**config.mk**
```make
export PLATFORM = sky130hd
export DESIGN_NAME = muldiv_seq_flat
export DESIGN_NICKNAME = d
export VERILOG_FILES = /design/src/rtl/muldiv_seq_if.sv /design/src/rtl/muldiv_seq.sv /design/src/flat_wrapper.sv
export SDC_FILE = /design/constraint.sdc
export NUM_CORES = 1
export LEC_CHECK = 0
export BUFFER_PORTS_ARGS = -buffer_cell sky130_fd_sc_hd__clkbuf_2
export CAP_MARGIN = 5
export CORE_MARGIN = 3
export CORE_UTILIZATION = 33
export CTS_CLUSTER_DIAMETER = 150
export CTS_CLUSTER_SIZE = 8
export DETAILED_ROUTE_END_ITERATION = 16
export PLACE_DENSITY = 0.57
export SETUP_SLACK_MARGIN = 0.1
export SYNTH_ARGS = -nofsm -noshare
export SYNTH_HDL_FRONTEND = slang
export SYNTH_SLANG_ARGS = --single-unit
```
**constraint.sdc**
```tcl
create_clock -name clk -period 3.1 [get_ports clk]
set_input_delay 0.31 -clock clk [delete_from_list [all_inputs] [get_ports clk]]
set_output_delay 0.31 -clock clk [all_outputs]
set_load 0.02 [all_outputs]
```
**src/rtl/muldiv_seq_if.sv**
```systemverilog
// Handshake bundle between the EX stage and the iterative multiply/divide sequencer.
interface muldiv_seq_if #(
  parameter int XLEN = 32
);
  logic            start;
  logic [2:0]      funct3;
  logic [XLEN-1:0] a;
  logic [XLEN-1:0] b;
  logic            flush;
  logic            ready;
  logic            busy;
  logic            done;
  logic [XLEN-1:0] result;

  modport master (
    output start, funct3, a, b, flush,
    input  ready, busy, done, result
  );

  modport slave (
    input  start, funct3, a, b, flush,
    output ready, busy, done, result
  );
endinterface

```
**src/rtl/muldiv_seq.sv**
```systemverilog
// RV32M iterative sequencer: shift-add multiply / restoring divide, one bit per cycle.
// Latency XLEN+2 cycles to done (1 for div-by-zero/overflow); start ignored while busy; flush aborts.
module muldiv_seq #(
  parameter int XLEN = 32
) (
  input  logic         clk,
  input  logic         rst_n,
  muldiv_seq_if.slave  bus
);
  localparam int CW = $clog2(XLEN);

  typedef enum logic [1:0] {IDLE, CALC, FIX, DONE} state_t;

  state_t            state;
  logic [CW-1:0]     cnt;
  logic [2*XLEN-1:0] acc;
  logic [XLEN-1:0]   opnd;
  logic [2:0]        op;
  logic              neg;
  logic              ready_r, busy_r, done_r;
  logic [XLEN-1:0]   result_r;

  logic              a_sgn, b_sgn, sa, sb, is_div, div_zero, div_ovf;
  logic [XLEN-1:0]   a_mag, b_mag, fast_val;
  logic [XLEN:0]     mul_sum, div_tmp;
  logic [XLEN-1:0]   div_diff;
  logic              div_ge;
  logic [2*XLEN-1:0] mul_next, div_next, prod_fix;
  logic [XLEN-1:0]   quot_fix, rem_fix, fix_val;

  always_comb begin
    a_sgn = 1'b0;
    b_sgn = 1'b0;
    case (bus.funct3)
      3'b001, 3'b100, 3'b110: begin a_sgn = 1'b1; b_sgn = 1'b1; end
      3'b010:                 a_sgn = 1'b1;
      default:                ;
    endcase
  end

  assign sa       = a_sgn & bus.a[XLEN-1];
  assign sb       = b_sgn & bus.b[XLEN-1];
  assign a_mag    = sa ? -bus.a : bus.a;
  assign b_mag    = sb ? -bus.b : bus.b;
  assign is_div   = bus.funct3[2];
  assign div_zero = (bus.b == '0);
  assign div_ovf  = !bus.funct3[0] && (bus.a == {1'b1, {(XLEN-1){1'b0}}}) && (bus.b == '1);
  // Overflow quotient equals the dividend itself, so a doubles as both fast answers.
  assign fast_val = bus.funct3[1] ? (div_zero ? bus.a : '0) : (div_zero ? '1 : bus.a);

  // Multiply step: add multiplicand into the upper half, then shift the whole product right.
  assign mul_sum  = {1'b0, acc[2*XLEN-1:XLEN]} + {1'b0, opnd};
  assign mul_next = acc[0] ? {mul_sum, acc[XLEN-1:1]} : {1'b0, acc[2*XLEN-1:1]};

  // Divide step: acc holds {remainder, quotient}; the partial remainder never exceeds XLEN bits.
  assign div_tmp  = {acc[2*XLEN-1:XLEN], acc[XLEN-1]};
  assign div_ge   = (div_tmp >= {1'b0, opnd});
  assign div_diff = div_tmp[XLEN-1:0] - opnd;
  assign div_next = div_ge ? {div_diff, acc[XLEN-2:0], 1'b1}
                           : {div_tmp[XLEN-1:0], acc[XLEN-2:0], 1'b0};

  assign prod_fix = neg ? -acc : acc;
  assign quot_fix = neg ? -acc[XLEN-1:0] : acc[XLEN-1:0];
  assign rem_fix  = neg ? -acc[2*XLEN-1:XLEN] : acc[2*XLEN-1:XLEN];

  always_comb begin
    fix_val = prod_fix[XLEN-1:0];
    case (op)
      3'b001, 3'b010, 3'b011: fix_val = prod_fix[2*XLEN-1:XLEN];
      3'b100, 3'b101:         fix_val = quot_fix;
      3'b110, 3'b111:         fix_val = rem_fix;
      default:                ;
    endcase
  end

  always_ff @(posedge clk or negedge rst_n) begin
    if (!rst_n) begin
      state    <= IDLE;
      cnt      <= '0;
      acc      <= '0;
      opnd     <= '0;
      op       <= '0;
      neg      <= 1'b0;
      ready_r  <= 1'b1;
      busy_r   <= 1'b0;
      done_r   <= 1'b0;
      result_r <= '0;
    end else begin
      done_r <= 1'b0;
      case (state)
        IDLE: begin
          if (bus.start && !bus.flush) begin
            op      <= bus.funct3;
            neg     <= (is_div && bus.funct3[1]) ? sa : (sa ^ sb);
            cnt     <= '0;
            ready_r <= 1'b0;
            busy_r  <= 1'b1;
            if (is_div && (div_zero || div_ovf)) begin
              result_r <= fast_val;
              done_r   <= 1'b1;
              state    <= DONE;
            end else begin
              acc   <= is_div ? {{XLEN{1'b0}}, a_mag} : {{XLEN{1'b0}}, b_mag};
              opnd  <= is_div ? b_mag : a_mag;
              state <= CALC;
            end
          end
        end
        default: begin
          if (bus.flush) begin
            state   <= IDLE;
            ready_r <= 1'b1;
            busy_r  <= 1'b0;
          end else begin
            case (state)
              CALC: begin
                acc <= op[2] ? div_next : mul_next;
                cnt <= cnt + 1'b1;
                if (cnt == CW'(XLEN-1)) state <= FIX;
              end
              FIX: begin
                result_r <= fix_val;
                done_r   <= 1'b1;
                state    <= DONE;
              end
              default: begin
                state   <= IDLE;
                ready_r <= 1'b1;
                busy_r  <= 1'b0;
              end
            endcase
          end
        end
      endcase
    end
  end

  assign bus.ready  = ready_r;
  assign bus.busy   = busy_r;
  assign bus.done   = done_r & ~bus.flush;
  assign bus.result = result_r;
endmodule
```
**src/flat_wrapper.sv**
```systemverilog
// flat-port wrapper written by rule: the top's interface ports become plain ports
module muldiv_seq_flat 
#(
  parameter int XLEN = 32
)
  (clk, rst_n, bus_start, bus_funct3, bus_a, bus_b, bus_flush, bus_ready, bus_busy, bus_done, bus_result);
  muldiv_seq_if #(.XLEN(XLEN)) bus_i ();
  input  logic clk;
  input  logic rst_n;
  input wire logic [$bits(bus_i.start)-1:0] bus_start;
  input wire logic [$bits(bus_i.funct3)-1:0] bus_funct3;
  input wire logic [$bits(bus_i.a)-1:0] bus_a;
  input wire logic [$bits(bus_i.b)-1:0] bus_b;
  input wire logic [$bits(bus_i.flush)-1:0] bus_flush;
  output wire logic [$bits(bus_i.ready)-1:0] bus_ready;
  output wire logic [$bits(bus_i.busy)-1:0] bus_busy;
  output wire logic [$bits(bus_i.done)-1:0] bus_done;
  output wire logic [$bits(bus_i.result)-1:0] bus_result;
  assign bus_i.start = bus_start;
  assign bus_i.funct3 = bus_funct3;
  assign bus_i.a = bus_a;
  assign bus_i.b = bus_b;
  assign bus_i.flush = bus_flush;
  assign bus_ready = bus_i.ready;
  assign bus_busy = bus_i.busy;
  assign bus_done = bus_i.done;
  assign bus_result = bus_i.result;
  muldiv_seq #(.XLEN(XLEN)) u_core (.clk(clk), .rst_n(rst_n), .bus(bus_i));
endmodule
```
; ---- Word level (Yosys, flattened, before mapping)
; Cells that the tools add are included.
[totals]
ff_bits = 142
out_inout_bits = 35
wordCells = 122
input_bits = 71
[op_classes]
n_bitwise = 6
n_mux = 50
eq_ne = 22
order_cmp = 1
n_reduce_logical = 25
n_addsub = 8
[op_table]
columns = op, count
row1 = $mux W64, 9
row2 = $mux W32, 14
row3 = $neg A32 Y32, 4
row4 = $pmux W32 S3, 1
row5 = $eq A32 B32 Y1 const B, 2
row6 = $neg A64 Y64, 1
row7 = $add A32 B32 Y33, 1
row8 = $ge A33 B32 Y1, 1
row9 = $logic_not A32 Y1, 1
row10 = $sub A32 B32 Y32, 1
row11 = $mux W5, 4
row12 = $eq A3 B3 Y1 const B, 6
row13 = $mux W1, 16
row14 = $mux W2, 5
row15 = $eq A3 B2 Y1 const B, 3
row16 = $reduce_and A4 Y1, 2
row17 = $eq A3 B1 Y1 const B, 2
row18 = $ne A2 B1 Y1 const B, 3
row19 = $reduce_and A2 Y1, 3
row20 = $reduce_and A3 Y1, 2
row21 = $reduce_or A2 Y1, 3
row22 = $reduce_or A3 Y1, 2
row23 = $add A5 B1 Y5 const B, 1
row24 = $eq A5 B5 Y1 const B, 1
row25 = 15 further kinds, 24

; ---- Depth between registers and ports, before layout
; Gate-level depths: netlist (run 1).
[depth]
word_depth = 9
ltp_mapped = 13

; ---- Least setup slack after synthesis (run 1)
; Ideal clock, no wire load.
[synth_timing]
kind = register -> register
start = reg u_core.acc[22]
end = reg u_core.result_r[27], in the netlist u_core.bus.result[27]
n_path_buf = 0
synth_period_minus_slack_ps = 3445
arrival_ps = 3341
setup_ps = 104
path_slack_ps = -345
path_stages_with_launch = 9
path_cell_list = dfrtp_1 or4_1 or4b_2 nor4_1 nor2_1 or4_1 o41ai_1 xor2_1 a221oi_1
[synth_between]
elab_chain_len = 6
word_cells_on_any_way = 8
classes_between = 2 x add/sub / 6 x mux
[synth_lines]
columns = item, line
row1 = start: declaration, muldiv_seq.sv:16  ; logic [2*XLEN-1:0] acc;
row2 = start signal: assignment, muldiv_seq.sv:103  ; acc <= is_div ? {{XLEN{1'b0}}, a_mag} : {{XLEN{1'b0}}, b_mag};
row3 = start signal: assignment, muldiv_seq.sv:117  ; acc <= op[2] ? div_next : mul_next;
row4 = $neg A64 Y64 / $neg A32 Y32 (equally long branches), "muldiv_seq.sv:62, muldiv_seq.sv:63"
row5 = $mux W64 / $mux W32 (equally long branches), "muldiv_seq.sv:62, muldiv_seq.sv:63"
row6 = $pmux W32 S3 *, muldiv_seq.sv:68  ; case (op)
row7 = $mux W32 *, muldiv_seq.sv:115  ; case (state)
row8 = $mux W32 *, muldiv_seq.sv:110  ; if (bus.flush) begin
row9 = $mux W32 *, muldiv_seq.sv:90  ; case (state)
row10 = end signal: assignment, muldiv_seq.sv:99  ; result_r <= fast_val;
row11 = end signal: assignment, muldiv_seq.sv:122  ; result_r <= fix_val;
row12 = end: declaration, muldiv_seq.sv:21  ; logic [XLEN-1:0] result_r;
; Every way passes the cells marked *; elsewhere a longest branch is shown, timed or not. The select of a mux whose other input is x is not followed.
; A chain may end at the register's enable or synchronous reset.

; ---- Final worst setup path (run 1)
[layout_timing]
start = reg u_core.acc[18]
end = reg u_core.result_r[10], in the netlist u_core.bus.result[10]
[layout_between]
elab_chain_len = 6
[layout_lines]
columns = item, line
row1 = $neg A64 Y64, muldiv_seq.sv:62  ; assign prod_fix = neg ? -acc : acc;
row2 = $mux W64, muldiv_seq.sv:62
row3 = $pmux W32 S3, muldiv_seq.sv:68
row4 = $mux W32, muldiv_seq.sv:115
row5 = $mux W32, muldiv_seq.sv:110
row6 = $mux W32, muldiv_seq.sv:90
; Every way passes these cells. The select of a mux whose other input is x is not followed.

==> metrics.md, run 1 <==
| Metric | Value |
|---|---|
| Reg area | 3570 um2 |
| Peak VDD IR | 0.586 mV |
| Most frequent cells in the layout | buf_4, nand2_1, nor2_1 |
| Placed wire-length estimate | 52.6 mm |
| Leakage | 8.86 nW |
| TritonRoute pass-1 iters | 8 |
| Worst Path Required | 3.42 ns |
| Register clock-pin slew on the reported worst setup and hold paths | 0.07 ns |
| Clk_lat worst skew | 0.44 ns |
| Antenna viol nets, final | 0 |
| Flops & latches, synth | 142 |
| Maximum clock frequency | 293 MHz |
| Seq/Total Area, Yosys | 0.235 |
| Clock period minus worst slack | 3.41 ns |
| Slew headroom | 0.381 |
| Final WL | 67.6 mm |
| Psw | 12.8 mW |
| Sequential share of power | 0.153 |
| Inserted Diodes | 0 |
| Largest net degree at the start of global routing | 84 |
| Initial cell density of the core | 0.338 |
| WHS Path Cells | 2 |
| Multi-input combinational cell area | 12,000 um2 |
| Reg2reg end | u_core.bus.result[10] |
| R2R Setup Slk | -0.31 ns |
| Combinational cell fraction of total power | 0.760 |
| Vias in the first global route | 16,500 |
| Synthesized Nets | 2,194 |
| IO buf count | 105 |
| Gr usage total | 0.273 |
| Vias per cell | 5.83 |
| Final period util | 1.10 |
| Wire length per cell | 22.8 um |
| CTS Root Cell | clkbuf_16 |
| Vias post-DR | 17,300 |
| Wire length of the first global-routing pass | 101 mm |
| GPL Wtd Cong | 0.979 |
| Max Cap Viol | 0 |
| RR Startpoint | u_core.acc[18] |
| Num Clock Sinks | 142 |
| Layout Nets | 2,505 |
| Setup ws final | -0.313 ns |
| Asr flop ratio synth | 1.00 |
| Fraction of layout cells with a size suffix above 1 | 0.303 |
| Most common flop cell mapped by yosys | dfrtp_1 |
| Worst Setup Path Type | register to register |
| Cell Int Power | 11.5 mW |
| H-Tree Depth | 4 |
| Worst hold endpoint | u_core.state[0] |
| Number of synthesized flops with an enable pin | 0 |
| Yosys cell types | 84 |
| CTS buffer count | 17 |
| Max Slew Vio Count | 0 |
| Pwr Total | 24.3 mW |
| Chip Width | 220 um |
| Synth-to-layout area growth | 35.4% |
| Synth Warn # | 0 |
| Clock skew | 0.0179 ns |
| CTS tree | done |
| Crit path arrival time | 3.73 ns |
| CP startpoint kind | register |
| Worst min path class | input port to register |
| CP Max Fanout | 4 |
| Row count | 77 |
| Setup crit end kind | register |
| Cell Area, Synth | 15,100 um2 |
| Drc violations | 0 |
| Failing checks | setup timing |
| Sw Share | 0.525 |
| Die H | 220 um |
| Pwr dens | 1190 nW/um2 |
| Number of antenna violations at the first check in global routing | 1 |
| Initial DRC count | 1,543 |
| Syn_area_per_cell | 7.40 um2 |
| Die area | 48,500 um2 |
| Min-delay src | bus_flush |
| Worst r2r path cells | 9 |
| Endpoints failing hold | 0 |
| Commonest non-fill, non-tap cell in the layout | buf_4 |
| Final hold slack | 0.160 ns |
| Core area | 44,800 um2 |
| Outcome | complete, but fails checks |
| Clock Tree Buf Depth | 2 |
| Number of I/O pins | 106 |
| Endpoints failing setup | 22 |
| Fillers | 4,404 |
| Grt ovf | 0 |
| RSZ-0062 raised after global routing | true |
| Cells after Synth | 2,047 |
| Slew @ Worst Pin | 0.929 ns |
| Clock network power share | 0.087 |
## metal layers
metal  GRT usage  part of all wire  vias up  wire length (um)
li1            -                 -     8068                 -
met5           0                 0        -                 0
met2       0.431              0.44      768             29900
met1       0.364              0.42     8289             28700
met3      0.0527             0.079      153              5360
met4       0.117             0.054        0              3670
## power by group through the flow
stage	registers (mW)	logic (mW)	clock network [mW]
finish	3.72	18.5	2.11
global route	3.79	19.8	2.20
CTS	3.62	16.8	2.12
detailed placement	3.62	15.6	0
global placement	3.60	15.5	0
floorplan	3.56	9.35	0
## cells in the mapped netlist, drive strengths merged, types with 11 or more instances
| library cell | number | share of area |
|---|---|---|
| nand3 | 39 | 0.013 |
| mux2i | 45 | 0.030 |
| a221oi | 12 | 0.0074 |
| o211ai | 22 | 0.011 |
| nand2b | 21 | 0.0087 |
| a21o | 22 | 0.011 |
| nor3 | 40 | 0.013 |
| a21oi | 202 | 0.067 |
| o221ai | 11 | 0.0064 |
| nor2b | 24 | 0.0099 |
| o31ai | 33 | 0.017 |
| ha | 74 | 0.061 |
| xor2 | 82 | 0.047 |
| o41ai | 23 | 0.013 |
| nor4 | 18 | 0.0079 |
| nand4 | 24 | 0.0099 |
| a311oi | 15 | 0.0087 |
| nor2 | 197 | 0.049 |
| maj3 | 16 | 0.011 |
| or2 | 13 | 0.0055 |
| mux2 | 17 | 0.013 |
| nand2 | 222 | 0.055 |
| inv | 77 | 0.019 |
| o21ai | 214 | 0.071 |
| or4 | 19 | 0.010 |
| dfrtp | 141 | 0.23 |
| clkbuf | 115 | 0.029 |
| a211oi | 40 | 0.020 |
| a31oi | 31 | 0.013 |
| buf | 29 | 0.011 |
| xnor2 | 86 | 0.050 |
| or3 | 15 | 0.0063 |
## through the flow
step,setup TNS (ns),cells,area (um2),setup slack [ns],util
floorplan,-0.591,2047,15200,-0.190,-
global placement,-24.16,2875,18100,-0.374,0.404
detailed placement,-30.27,2875,18100,-0.413,0.404
CTS,-2.55,2942,19500,-0.275,0.436
global route,-5.53,2963,20500,-0.376,0.457
finish,-3.39,2963,20500,-0.313,0.457
## worst max-delay path, stage by stage, from the launching register on
cell and delay, ns:
dfrtp_1 0.38, or4_4 0.53, or4_4 0.54, or4_4 0.52, o21a_4 0.24, nand3b_1 0.24
nand2_2 0.14, xor2_2 0.20, a311oi_2 0.17, mux2_4 0.32
## worst max path at each step
stage                   start               endpoint  slack (ns)  cells after the start
3_5_place_dp        bus_b[20]         u_core.acc[22]       -0.41                      9
4_1_cts        u_core.acc[18]  u_core.bus.result[10]       -0.27                      9
6_report       u_core.acc[18]  u_core.bus.result[10]       -0.31                      9
3_3_place_gp   u_core.acc[18]  u_core.bus.result[10]       -0.37                      9
2_1_floorplan  u_core.acc[15]  u_core.bus.result[28]       -0.19                     10
5_1_grt        u_core.acc[18]  u_core.bus.result[10]       -0.38                      9
## flip-flops by register name, indices dropped and copies added, names as in the netlist
signal	cells
u_core.state	2
u_core.acc	64
u_core.cnt	5
u_core.neg	1
u_core.bus.result	32
u_core.bus.busy	1
u_core.op	3
u_core.opnd	32
u_core.done_r	1
u_core.bus.ready	1
## kinds of logic after synthesis
kind of cell             Yosys count  synth area share
flip-flops                       142             0.235
AO/OA/AOI/OAI                    701             0.289
adder cells (fa/ha/maj)           92            0.0744
multiplexers                      62            0.0424
AND/OR/NAND/NOR                  659             0.202
buffers and inverters            223            0.0603
XOR/XNOR                         168            0.0972
## timing repair
item / CTS / global route
hold endpoints to repair: 52 / 0
gates cloned: 1 / 0
gates resized for setup: 154 / 174
pin swaps: 74 / 106
endpoints found under the setup margin: 88 / 88
hold buffers: 1 / 0
buffers inserted: 34 / 22
## cell type report
class | count | share of cell area
sequential | 142 | 0.174
multi-input combinational | 1682 | 0.588
inverter | 78 | 0.0143
tap | 592 | 0.0361
clock inverter | 13 | 0.00629
timing repair buffer | 437 | 0.159
clock buffer | 19 | 0.0221
Note: power is estimated with default switching activity, not from simulation.
==> run 2, diff against run 1 <==
- PLACE_DENSITY: 0.57 -> 0.55
- clock period: 3.1 -> 4.3 ns (I/O delays scaled with it)
==> run 2 against run 1 <==
The run now ends clean. Fmax down 14%. Combinational power down 48%. First-iteration DRC count fell by 2.3%. Final cell count is 9.1% lower. Wire length shrank 9.9%. Critical endpoint is now u_core.bus.result[31].
==> metrics.md, run 2 (synthesized netlist as in run 1, its figures left out) <==
| Metric | Value |
|---|---|
| Num Clock Sinks | 142 (unchanged) |
| Setup crit end kind | register |
| Clock skew | 0.0136 ns (-0.00429 ns) |
| Vias per cell | 5.88 (+0.91%) |
| Endpoints failing hold | 0 (unchanged) |
| Worst Setup Path Type | register to register |
| Die H | 220 um (unchanged) |
| Gr usage total | 0.251 (-0.0223) |
| Max Slew Vio Count | 0 (unchanged) |
| Placed wire-length estimate | 47.5 mm (-9.8%) |
| Endpoints failing setup | 0 (-100%) |
| Commonest non-fill, non-tap cell in the layout | nand2_1 |
| Worst hold endpoint | u_core.state[0] |
| RR Startpoint | u_core.acc[49] |
| Vias in the first global route | 15,000 (-9.3%) |
| Number of antenna violations at the first check in global routing | 3 (+2) |
| CP dominant cell by count | or4_1 |
| Leakage | 7.20 nW (-19%) |
| Setup bufs post-CTS | 0 (-100%) |
| Die area | 48,500 um2 (unchanged) |
| Pwr dens | 829 nW/um2 (-30%) |
| Multi-input combinational cell area | 10,700 um2 (-11%) |
| Maximum clock frequency | 253 MHz (-14%) |
| Slew @ Worst Pin | 1.04 ns (+0.111 ns) |
| Crit path arrival time | 4.23 ns (+0.50 ns) |
| R2R Setup Slk | 0.35 ns (+0.66 ns) |
| RSZ-0062 raised after global routing | false |
| CTS buffer count | 17 (unchanged) |
| Fraction of layout cells with a size suffix above 1 | 0.119 (-0.184) |
| Outcome | completed |
| Wire length per cell | 22.6 um (-0.90%) |
| Most flop-heavy register | u_core.acc |
| CTS Root Cell | clkbuf_16 |
| Row count | 77 (unchanged) |
| Core area | 44,800 um2 (unchanged) |
| Max Cap Viol | 0 (unchanged) |
| Grt ovf | 0 (unchanged) |
| WHS Path Cells | 2 (unchanged) |
| CTS tree | done |
| CP startpoint kind | register |
| Wire length of the first global-routing pass | 93.1 mm (-8.0%) |
| Worst r2r path cells | 9 (unchanged) |
| CP Cell Sequence | or4_1, nor4_1, nand3b_1, or4_1, nand2b_1, o31a_1, a221o_1, a21oi_1, a311oi_1 |
| Worst Path Required | 4.58 ns (+1.16 ns) |
| Clock Tree Buf Depth | 2 (unchanged) |
| H-Tree Depth | 4 (unchanged) |
| CP Max Fanout | 10 (+6) |
| Worst min path class | input port to register |
| Chip Width | 220 um (unchanged) |
| Initial DRC count | 1,507 (-2.3%) |
| Clock period minus worst slack | 3.95 ns (+0.538 ns) |
| Layout Nets | 2,235 (-11%) |
| Reg area | 3560 um2 (-0.42%) |
| Max FFs per register | 64 (unchanged) |
| Reg2reg end | u_core.bus.result[31] |
| Inserted Diodes | 0 (unchanged) |
| IO buf count | 105 (unchanged) |
| Largest net degree at the start of global routing | 81 (-3.6%) |
| Peak VDD IR | 0.374 mV (-36%) |
| Slowest CP cell | or4_1 |
| Synth-to-layout area growth | 12.0% |
| Most frequent cells in the layout | nand2_1, o21ai_0, a21oi_1 |
| Max incr delay on CP | 0.60 ns (+0.06 ns) |
| Final WL | 60.9 mm (-9.9%) |
| Min-delay src | bus_flush |
| Drc violations | 0 (unchanged) |
| Antenna viol nets, final | 0 (unchanged) |
| Post-CTS sizing | 0 (-100%) |
| GPL Wtd Cong | 0.982 (+0.35%) |
| Vias post-DR | 15,800 (-8.3%) |
| TNS Setup | 0 ns (+3.39 ns) |
| Clk_lat worst skew | 0.46 ns (+0.02 ns) |
| Fin util | 0.379 (-0.0789) |
| Final period util | 0.919 (-0.182) |
| Slew headroom | 0.307 (-0.0740) |
| TritonRoute pass-1 iters | 7 (-1) |
| Fillers | 4,754 (+7.9%) |
| Initial cell density of the core | 0.338 (unchanged) |
| Number of I/O pins | 106 (unchanged) |
| CTS Hold Buffers Added | 1 (unchanged) |
| Register clock-pin slew on the reported worst setup and hold paths | 0.08 ns (about the same) |
==> run 2: area by class of cell <==
type	instances	area share
Multi-Input combinational cell	1682	0.633
Sequential cell	142	0.210
Timing Repair Buffer	167	0.0613
Tap cell	592	0.0437
Clock buffer	17	0.0251
Inverter	78	0.0173
Clock inverter	15	0.00967
==> run 2: worst max-delay path, delay by kind of cell (launching register included) <==
family,cells,cell delay [ns]
simple gates,5,2.18
flops,1,0.54
compound gates,4,1.03
==> run 2: worst max-delay path by stage <==
stage / to / start / slack, ns / cells after the start
2_1_floorplan: u_core.bus.result[27] / u_core.acc[22] / 0.86 / 8
3_3_place_gp: u_core.bus.result[27] / u_core.acc[22] / 0.45 / 9
3_5_place_dp: u_core.bus.result[31] / u_core.acc[49] / 0.43 / 9
4_1_cts: u_core.bus.result[31] / u_core.acc[49] / 0.41 / 9
5_1_grt: u_core.bus.result[31] / u_core.acc[49] / 0.14 / 9
6_report: u_core.bus.result[31] / u_core.acc[49] / 0.35 / 9
==> run 2: routing by layer <==
layer	vias to the layer above	GRT usage	routed length, um
met2	582	0.394	27100
met3	89	0.0435	4090
li1	7527	-	-
met1	7645	0.349	27700
met5	-	0	27
met4	4	0.0826	1870
==> run 2: stage by stage <==
step                total power, mW  hold WS (ns)  cells  setup slack [ns]  cell area [um2]
finish                         14.1         0.257   2693             0.349            17000
global route                   15.1         0.263   2693             0.136            17000
CTS                            13.9         0.226   2693             0.408            17000
detailed placement             12.3         0.463   2660             0.434            16400
global placement               12.3         0.457   2660             0.454            16400
floorplan                      9.23         0.134   2047             0.855            15100
==> run 2: power by group <==
| group | total [mW] | internal [mW] | switching, mW |
|---|---|---|---|
| logic | 9.55 | 3.55 | 6.01 |
| registers | 2.94 | 1.91 | 1.02 |
| clock network | 1.56 | 0.828 | 0.732 |
| total | 14.1 | 6.29 | 7.76 |
==> run 3, diff against run 2 <==
- RECOVER_POWER: not set -> 25
==> run 3 against run 2 <==
Sequential share of layout area barely moved. Largest cell class unchanged. Clock skew up 0.0018 ns. Final area decreased by 0.13%. Critical path type unchanged. Worst setup slack improved by 0.00089 ns. Highest routed layer unchanged. Combinational power is essentially flat.
==> metrics.md, run 3 (synthesized netlist as in run 1, its figures left out) <==
| Metric | Value |
|---|---|
| DP Area | 16,400 um2 (unchanged) |
| Peak VDD IR | 0.375 mV (+0.30%) |
| Design area | 16,900 um2 (-0.13%) |
| Slew @ Worst Pin | 1.05 ns (+0.0135 ns) |
| Initial DRC count | 1,657 (+10%) |
| Endpoints failing hold | 0 (unchanged) |
| Slowest CP cell | or4_1 |
| Grt ovf | 0 (unchanged) |
| Synth-to-layout area growth | 11.9% |
| IO buf count | 105 (unchanged) |
| Largest net degree at the start of global routing | 81 (unchanged) |
| GPL Wtd Cong | 0.982 (unchanged) |
| Vias post-DR | 15,900 (+0.15%) |
| Sequential share of power | 0.210 (about the same) |
| Worst min path class | input port to register |
| Num Clock Sinks | 142 (unchanged) |
| Gr usage total | 0.251 (unchanged) |
| Clock network power share | 0.111 (about the same) |
| CTS Root Cell | clkbuf_16 |
| CP dominant cell by count | or4_1 |
| Min-delay src | bus_flush |
| Antenna viol nets, final | 0 (unchanged) |
| CP Cell Sequence | or4_1, nor4_1, nand3b_1, or4_1, nand2b_1, o31a_1, a221o_1, a21oi_1, a311oi_1 |
| Endpoints failing setup | 0 (unchanged) |
| Pwr dens | 828 nW/um2 (-0.11%) |
| Drc violations | 0 (unchanged) |
| RSZ-0062 raised after global routing | false |
| Initial cell density of the core | 0.338 (unchanged) |
| H-Tree Depth | 4 (unchanged) |
| TritonRoute pass-1 iters | 6 (-1) |
| Wire length of the first global-routing pass | 93.1 mm (unchanged) |
| Final period util | 0.919 (about the same) |
| Worst Path Required | 4.59 ns (about the same) |
| Worst hold endpoint | u_core.state[0] |
| CTS buffer count | 17 (unchanged) |
| Clock Tree Buf Depth | 2 (unchanged) |
| Max Slew Vio Count | 0 (unchanged) |
| Wire length per cell | 22.6 um (unchanged) |
| Number of I/O pins | 106 (unchanged) |
| Placed wire-length estimate | 47.5 mm (unchanged) |
| Layout Nets | 2,235 (unchanged) |
| Inserted Diodes | 0 (unchanged) |
| TNS Setup | 0 ns (unchanged) |
| WHS Path Cells | 2 (unchanged) |
| Clk_lat worst skew | 0.46 ns (about the same) |
| Most frequent cells in the layout | nand2_1, o21ai_0, a21oi_1 |
| Max FFs per register | 64 (unchanged) |
| Row count | 77 (unchanged) |
| Most flop-heavy register | u_core.acc |
| Vias in the first global route | 15,000 (unchanged) |
| CTS tree | done |
| Maximum clock frequency | 253 MHz (about the same) |
| Number of antenna violations at the first check in global routing | 3 (unchanged) |
| Reg2reg end | u_core.bus.result[31] |
| Combinational cell fraction of total power | 0.679 (about the same) |
| Setup bufs post-CTS | 0 (unchanged) |
| Bufs and invs on worst path | 0 (unchanged) |
| Vias per cell | 5.89 (+0.15%) |
| Kind of cell adding the most delay to the critical path | simple AND/OR/NAND/NOR gates |
| Fraction of layout cells with a size suffix above 1 | 0.111 (-0.00762) |
| R2R Setup Slk | 0.35 ns (about the same) |
| Die area | 48,500 um2 (unchanged) |
| Commonest non-fill, non-tap cell in the layout | nand2_1 |
| Clock skew | 0.0154 ns (+0.00176 ns) |
| Sw Share | 0.553 (about the same) |
| Max Cap Viol | 0 (unchanged) |
| Crit path arrival time | 4.24 ns (about the same) |
| Core area | 44,800 um2 (unchanged) |
| Worst r2r path cells | 9 (unchanged) |
| Slew headroom | 0.298 (-0.00899) |
| Final WL | 60.9 mm (unchanged) |
| Cell Int Power | 6.27 mW (-0.33%) |
| Outcome | completed |
| Max incr delay on CP | 0.61 ns (about the same) |
| Post-CTS sizing | 0 (unchanged) |
| CP startpoint kind | register |
| Register clock-pin slew on the reported worst setup and hold paths | 0.08 ns (about the same) |
| RR Startpoint | u_core.acc[49] |
| Chip Width | 220 um (unchanged) |
| Fillers | 4,764 (+0.21%) |
| Psw | 7.75 mW (-0.16%) |
| Die H | 220 um (unchanged) |
| Worst Setup Path Type | register to register |
| CTS Hold Buffers Added | 1 (unchanged) |
| CP Max Fanout | 10 (unchanged) |
| Setup crit end kind | register |
| Leakage | 7.16 nW (-0.62%) |
| Clock period minus worst slack | 3.95 ns (-0.000893 ns) |
==> run 3: cell count changes in the layout (fill, tap and decap cells not counted) <==
cell,delta
clkbuf_1,+15
clkbuf_2,-15
ha_1,+1
ha_2,-1
==> run 3: worst max-delay path by stage <==
stage / startpoint / to / slack [ns] / cells after the start
final: u_core.acc[49] / u_core.bus.result[31] / 0.35 / 9
after global routing: u_core.acc[49] / u_core.bus.result[31] / 0.14 / 9
after CTS: u_core.acc[49] / u_core.bus.result[31] / 0.41 / 9
after detailed placement: u_core.acc[49] / u_core.bus.result[31] / 0.43 / 9
after global placement: u_core.acc[22] / u_core.bus.result[27] / 0.45 / 9
after floorplan: u_core.acc[22] / u_core.bus.result[27] / 0.86 / 8
==> run 3: cell type report <==
| cell class | count | area [um2] | share of cell area |
|---|---|---|---|
| multi-input combinational | 1682 | 10700 | 0.634 |
| sequential | 142 | 3560 | 0.210 |
| timing repair buffer | 167 | 1020 | 0.0603 |
| tap | 592 | 741 | 0.0437 |
| clock buffer | 17 | 425 | 0.0251 |
| inverter | 78 | 293 | 0.0173 |
| clock inverter | 15 | 164 | 0.00968 |
==> run 3: power groups by stage <==
stage / logic (mW) / clock network (mW) / registers [mW]
2_1_floorplan: 6.67 / 0 / 2.56
3_3_place_gp: 9.33 / 0 / 2.92
3_5_place_dp: 9.33 / 0 / 2.93
4_1_cts: 9.41 / 1.58 / 2.91
5_1_grt: 10.5 / 1.63 / 3.01
6_report: 9.52 / 1.56 / 2.94
==> run 3: metal layers <==
metal / wire, um / vias to the layer above / track usage
met5: 27 / - / 0
met4: 1900 / 4 / 0.0826
met3: 4230 / 100 / 0.0435
met2: 27200 / 608 / 0.394
met1: 27500 / 7626 / 0.349
li1: - / 7533 / -
==> run 3: through the flow <==
stage          power [mW]  std cells  setup WS, ns  utilization  hold WS [ns]
2_1_floorplan        9.23       2047         0.855            -         0.134
3_3_place_gp         12.3       2660         0.454        0.365         0.457
3_5_place_dp         12.3       2660         0.434        0.365         0.463
4_1_cts              13.9       2693         0.408        0.379         0.226
5_1_grt              15.1       2693         0.136        0.378         0.263
6_report             14.0       2693         0.350        0.378         0.253
